**src/rtl/fix2flt_seq_if.sv**
```systemverilog
// Handshake bundle for fix2flt_seq: fixed-point operand in, float32 result out.
// master = upstream/downstream side, slave = converter side.
interface fix2flt_seq_if #(
    parameter int WIDTH = 16
);
    logic [WIDTH-1:0] in_data;
    logic             in_valid;
    logic             in_ready;
    logic [31:0]      out_data;
    logic             out_valid;
    logic             out_ready;

    modport master (
        output in_data, in_valid, out_ready,
        input  in_ready, out_data, out_valid
    );

    modport slave (
        input  in_data, in_valid, out_ready,
        output in_ready, out_data, out_valid
    );
endinterface

```
**src/rtl/fix2flt_seq.sv**
```systemverilog
// Signed Q-format to float32 converter; normalizes one bit per clock.
// Results are exact because WIDTH <= 24 fits the 24-bit significand.
module fix2flt_seq #(
    parameter int WIDTH = 16,
    parameter int FRAC  = 8
) (
    input  logic          clk,
    input  logic          rst_n,
    fix2flt_seq_if.slave  bus,
    output logic          busy
);
    typedef enum logic [1:0] {IDLE, NORM, DONE} state_t;

    localparam logic [8:0] EXP_INIT = 9'(127 + WIDTH - 1 - FRAC);

    state_t           state, state_nxt;
    logic             sign, sign_nxt;
    logic [WIDTH-1:0] mag, mag_nxt;
    logic [8:0]       exp_q, exp_nxt;
    logic [31:0]      data_q, data_nxt;
    logic             valid_q, valid_nxt;

    logic [WIDTH-1:0] abs_in;
    logic [23:0]      mag_ext;
    logic             unused_exp_msb;

    // Most negative input negates to itself, which as unsigned is the correct magnitude.
    assign abs_in         = bus.in_data[WIDTH-1] ? -bus.in_data : bus.in_data;
    assign mag_ext        = 24'(mag) << (24 - WIDTH);
    assign unused_exp_msb = exp_q[8];

    assign bus.in_ready  = (state == IDLE);
    assign busy          = (state != IDLE);
    assign bus.out_data  = data_q;
    assign bus.out_valid = valid_q;

    always_ff @(posedge clk) begin
        if (!rst_n) begin
            state   <= IDLE;
            sign    <= 1'b0;
            mag     <= '0;
            exp_q   <= '0;
            data_q  <= '0;
            valid_q <= 1'b0;
        end else begin
            state   <= state_nxt;
            sign    <= sign_nxt;
            mag     <= mag_nxt;
            exp_q   <= exp_nxt;
            data_q  <= data_nxt;
            valid_q <= valid_nxt;
        end
    end

    always_comb begin
        state_nxt = state;
        sign_nxt  = sign;
        mag_nxt   = mag;
        exp_nxt   = exp_q;
        data_nxt  = data_q;
        valid_nxt = valid_q;
        unique case (state)
            IDLE: begin
                if (bus.in_valid) begin
                    sign_nxt  = bus.in_data[WIDTH-1];
                    mag_nxt   = abs_in;
                    exp_nxt   = EXP_INIT;
                    state_nxt = NORM;
                end
            end
            NORM: begin
                if (mag == '0) begin
                    data_nxt  = '0;
                    valid_nxt = 1'b1;
                    state_nxt = DONE;
                end else if (!mag[WIDTH-1]) begin
                    mag_nxt = mag << 1;
                    exp_nxt = exp_q - 9'd1;
                end else begin
                    // Leading one is the implicit bit; the rest become the fraction.
                    data_nxt  = {sign, exp_q[7:0], mag_ext[22:0]};
                    valid_nxt = 1'b1;
                    state_nxt = DONE;
                end
            end
            DONE: begin
                if (valid_q && bus.out_ready) begin
                    valid_nxt = 1'b0;
                    state_nxt = IDLE;
                end
            end
            default: state_nxt = IDLE;
        endcase
    end
endmodule

```
**src/flat_wrapper.sv**
```systemverilog
// flat-port wrapper written by rule: the top's interface ports become plain ports
module fix2flt_seq_flat 
#(
    parameter int WIDTH = 16,
    parameter int FRAC  = 8
)
  (clk, rst_n, busy, bus_in_data, bus_in_valid, bus_out_ready, bus_in_ready, bus_out_data, bus_out_valid);
  fix2flt_seq_if #(.WIDTH(WIDTH)) bus_i ();
  input  logic clk;
  input  logic rst_n;
  output logic busy;
  input wire logic [$bits(bus_i.in_data)-1:0] bus_in_data;
  input wire logic [$bits(bus_i.in_valid)-1:0] bus_in_valid;
  input wire logic [$bits(bus_i.out_ready)-1:0] bus_out_ready;
  output wire logic [$bits(bus_i.in_ready)-1:0] bus_in_ready;
  output wire logic [$bits(bus_i.out_data)-1:0] bus_out_data;
  output wire logic [$bits(bus_i.out_valid)-1:0] bus_out_valid;
  assign bus_i.in_data = bus_in_data;
  assign bus_i.in_valid = bus_in_valid;
  assign bus_i.out_ready = bus_out_ready;
  assign bus_in_ready = bus_i.in_ready;
  assign bus_out_data = bus_i.out_data;
  assign bus_out_valid = bus_i.out_valid;
  fix2flt_seq #(.WIDTH(WIDTH), .FRAC(FRAC)) u_core (.clk(clk), .rst_n(rst_n), .bus(bus_i), .busy(busy));
endmodule
```
**config.mk**
```make
export PLATFORM = sky130hd
export DESIGN_NAME = fix2flt_seq_flat
export DESIGN_NICKNAME = d
export VERILOG_FILES = /design/src/rtl/fix2flt_seq_if.sv /design/src/rtl/fix2flt_seq.sv /design/src/flat_wrapper.sv
export SDC_FILE = /design/constraint.sdc
export NUM_CORES = 1
export LEC_CHECK = 0
export CORE_ASPECT_RATIO = 0.6
export CORE_MARGIN = 3
export CORE_UTILIZATION = 30
export DETAILED_ROUTE_END_ITERATION = 10
export PLACE_DENSITY = 0.54
export SYNTH_ARGS = -nofsm -noshare
export SYNTH_HDL_FRONTEND = slang
export SYNTH_SLANG_ARGS = --single-unit
```
**constraint.sdc**
```tcl
create_clock -name clk -period 2.5 [get_ports clk]
set_input_delay 0.625 -clock clk [delete_from_list [all_inputs] [get_ports clk]]
set_output_delay 0.625 -clock clk [all_outputs]
set_load 0.05 [all_outputs]
```
==> results.rst <==
.. list-table::
   :header-rows: 1

   * - Metric
     - Value
   * - Final worst-path cycle share
     - 93.7%
   * - F_max
     - 427 MHz
   * - DRC violation count after routing
     - 0
   * - Period minus WS final
     - 2340 ps
   * - Setup repair after global routing missed its margin
     - false
   * - Number of buffers created by CTS
     - 5
   * - Post-layout nets
     - 377
   * - Count of non-filler cells in the finished layout
     - 460
   * - Kind of end point of the critical path
     - flop
   * - Maximum single-stage delay on the critical path
     - 460 ps
   * - Fraction of final layout cells with drive strength greater than 1
     - around 16%
   * - Leading post-synthesis cells by instance count
     - 52 x sky130_fd_sc_hd__dfxtp_1, 28 x sky130_fd_sc_hd__nor2_1, 26 x sky130_fd_sc_hd__nand2_1
   * - Sequence of cells on the critical path
     - clkdlybuf4s50_1, inv_1, ha_1, or3b_4, o31ai_2, xnor2_1, a221o_1, o211a_1
   * - Growth of design area from synthesis to finish
     - 31.2%
   * - Proportion of netlist area held by the largest area contributor
     - between 30% and 40%
   * - Cell-internal power
     - around 2.1 mW
   * - Combined buffer and inverter count along the critical path
     - 2
   * - Area of the die
     - roughly 9900 um2
   * - Clock transition at the register clock pins on the worst setup and hold paths after CTS
     - about 70 ps
   * - Number of cells traversed by the worst register-to-register path
     - 6
   * - Vias per cell
     - just over 5
   * - Outcome
     - finished, final reports clean
   * - Final Hold Viols
     - 0
   * - # H-tree levels
     - 2
   * - Initial antenna violation count
     - 0
   * - IR drop worst, VDD
     - 0.000322 V
   * - Critical path start-end classification
     - in2reg
   * - Pin count of the biggest net entering global routing
     - 27
   * - Clock Skew
     - approximately 5.6 ps
   * - Routed via count
     - approximately 2400
   * - CORE AREA
     - approximately 8000 um2
   * - Library cell with the highest instance count after synthesis
     - sky130_fd_sc_hd__dfxtp_1
   * - Post-detailed-placement half-perimeter wirelength
     - roughly 5400 um
   * - Slowest-stage cell, CP
     - sky130_fd_sc_hd__clkdlybuf4s50_1
   * - Setup tns final
     - 0 ps
   * - Post-CTS setup-driven buffer insertion count
     - 0
   * - Maximum clock path buffer count
     - 2
   * - Logic gate share of total power
     - 47.9%
   * - Post-synthesis instance total
     - 291
   * - Overall die height
     - 78.4 um
   * - Top post-synthesis cells by area
     - sky130_fd_sc_hd__dfxtp_1 40%, sky130_fd_sc_hd__a22oi_1 5.7%, sky130_fd_sc_hd__nor2_1 4.0%
   * - DIE WIDTH
     - around 130 um
   * - Reg-to-reg setup timing slack
     - between 300 and 400 ps
   * - P_leak
     - around 1.3 nW
   * - Relative slew margins
     - 57.3%
   * - Area of the multi-input gates
     - around 1400 um2
   * - Transition time of the tightest slew-check pin
     - around 630 ps
   * - Largest delay contributor family on the critical path
     - compound AO/OA/AOI/OAI gates
   * - Critical-path maximum fanout
     - 6
   * - Number of filler instances in the final layout
     - 777
   * - Reg power frac
     - between 30% and 40%
   * - Clk_lat worst skew
     - ~290 ps
   * - CTS tree
     - built
   * - Cell area power density
     - approximately 1100 nW/um2
   * - Combined flip-flop and latch cell area
     - around 1000 um2
   * - Overall routing resource usage
     - roughly 15%
   * - Number of nets with antenna violations after routing
     - 0
   * - Mapped Area
     - approximately 2600 um2
   * - Clock share of power
     - a little under a fifth
   * - Unique masters post-synth
     - 58
   * - Cells on Worst Hold Path
     - 2
   * - Router iterations before antenna repair
     - 5
   * - Endpoint of the worst hold-timing path
     - u_core.bus.out_data[15]$_SDFFE_PN0P_
   * - FF-to-FF Start
     - u_core.mag[7]$_SDFFE_PN0P_
   * - Count of boundary I/O pins
     - 55
   * - Number of violations of the max-capacitance limit
     - 0
   * - Leftover overflow at the end of global routing
     - 0
   * - Top FF cell, synth
     - sky130_fd_sc_hd__dfxtp_1
   * - Count of flip-flops with a built-in enable after synthesis
     - 0
   * - Data required time at the worst endpoint
     - between 2000 and 3000 ps
   * - Post-synthesis sequential element count
     - 52
   * - Antenna diode instance count
     - 0
   * - Worst Hold Class
     - reg2reg
   * - Number of setup violations in the final report
     - 0
   * - Critical Path AT
     - roughly 2500 ps
   * - Mean cell area of the mapped netlist
     - 9.02 um2
   * - Post-synthesis sequential area ratio
     - slightly below 40%
   * - Capture instance of the worst register-to-register path
     - u_core.mag[7]$_SDFFE_PN0P_
   * - Post-Route WL
     - 7290 um
   * - Final estimated routing congestion in global placement
     - 0.799
   * - Final Max Slew Viols
     - 0
   * - Clk sink count
     - 52
   * - Average wire length per cell after detail routing
     - about 16 um
   * - Total number of placement rows
     - 25
   * - Starting density of the core
     - 32.1%
   * - Cell type with the largest total area after synthesis
     - sky130_fd_sc_hd__dfxtp_1
   * - Switching portion of total power
     - between 40% and 50%
   * - Net Sw Power
     - roughly 1.6 mW
   * - DRT iter0 DRCs
     - 130
   * - # port buffers
     - between 40 and 50
   * - Critical path launch point type
     - primary input
   * - YS warnings
     - 0
   * - Synth async-reset ratio
     - 0%
   * - Placed instance count
     - 452
   * - Vias in the first global route
     - between 2000 and 2500
   * - Wire length of the first global-routing pass
     - about 12000 um
   * - Clk Tree Root Cell
     - sky130_fd_sc_hd__clkbuf_16
   * - Startpoint of the most critical hold path
     - u_core.bus.out_data[15]$_SDFFE_PN0P_
## power by group through the flow
| stage | registers, mW | logic [mW] | clock network (mW) |
|---|---|---|---|
| 2_1_floorplan | 1.36 | 1.13 | 0 |
| 3_3_place_gp | 1.29 | 1.77 | 0 |
| 3_5_place_dp | 1.29 | 1.80 | 0 |
| 4_1_cts | 1.27 | 1.81 | 0.700 |
| 5_1_grt | 1.31 | 1.98 | 0.732 |
| 6_report | 1.28 | 1.80 | 0.681 |
## routing by layer
metal | vias up | GRT usage, % | routed length, um
li1 | 1175 | - | -
met1 | 1107 | 22.8 | 3830
met2 | 70 | 20.0 | 2880
met3 | 5 | 3.81 | 510
met4 | 0 | 3.21 | 57
met5 | - | 0 | 0
## flip-flops by register name, indices dropped and copies added, names as in the netlist
name                  cells
u_core.bus.out_data      24
u_core.mag               16
u_core.exp_q              8
u_core.state              2
u_core.bus.out_valid      1
u_core.sign               1
## kinds of logic after synthesis
| logic type | after synthesis | synth area share, % |
|---|---|---|
| flops | 52 | 39.7 |
| other cells | 1 | 0.143 |
| mux | 4 | 1.53 |
| simple gates | 82 | 15.1 |
| buf+inv | 36 | 7.01 |
| fa+ha+maj | 6 | 2.86 |
| compound gates | 95 | 28.7 |
| xor+xnor | 15 | 5.01 |
## worst min-delay path, cell delays in order (launching register included)
cell	delay, ps
sky130_fd_sc_hd__dfxtp_1	310
sky130_fd_sc_hd__nand2_1	50
sky130_fd_sc_hd__a21oi_1	50
## worst max path at each step
stage                                       startpoint                            to  slack (ps)  cells after the start
after floorplan           u_core.state[0]$_SDFFE_PN0P_  u_core.exp_q[5]$_SDFFE_PN0P_         190                      7
after CTS                               bus_in_data[0]   u_core.mag[10]$_SDFFE_PN0P_          50                      8
after global placement                  bus_in_data[0]    u_core.mag[8]$_SDFFE_PN0P_        -200                      8
after global routing                    bus_in_data[0]   u_core.mag[12]$_SDFFE_PN0P_          40                      8
final                                   bus_in_data[0]    u_core.mag[8]$_SDFFE_PN0P_         160                      8
after detailed placement                bus_in_data[0]   u_core.mag[10]$_SDFFE_PN0P_        -260                      8
## cell usage in the layout, fill, tap and decap left out, types with 7 or more instances in the layout
master and count:
sky130_fd_sc_hd__a21oi_1 18, sky130_fd_sc_hd__a22oi_1 20, sky130_fd_sc_hd__buf_4 29, sky130_fd_sc_hd__clkdlybuf4s50_1 44, sky130_fd_sc_hd__conb_1 8, sky130_fd_sc_hd__dfxtp_1 52, sky130_fd_sc_hd__inv_1 7, sky130_fd_sc_hd__nand2_1 26
sky130_fd_sc_hd__nor2_1 28, sky130_fd_sc_hd__o21ai_0 13, sky130_fd_sc_hd__o221a_2 7, sky130_fd_sc_hd__xnor2_1 12
## through the flow
stage	instance area [um2]	utilization, %	worst slack [ps]	total power [mW]	hold WS, ps
after global placement	3290	40.3	-202	3.06	451
after floorplan	2650	-	189	2.49	437
final	3440	42.2	157	3.76	460
after global routing	3440	42.2	38.8	4.02	479
after CTS	3430	42.1	51.2	3.79	462
after detailed placement	3290	40.3	-262	3.10	453
## area by class of cell
class	count	share of cell area [%]
multi-input cells	210	41.6
flip-flops and latches	52	30.2
repair buffers	73	19.1
well taps	108	3.93
clock buffers	7	3.85
inverters	9	0.981
clock inverters	1	0.254
## timing repair
action	in CTS	in global routing
hold buffers	0	0
resized for setup	0	2
endpoints found under the setup margin	0	4
Note: power is estimated with default switching activity, not from simulation.
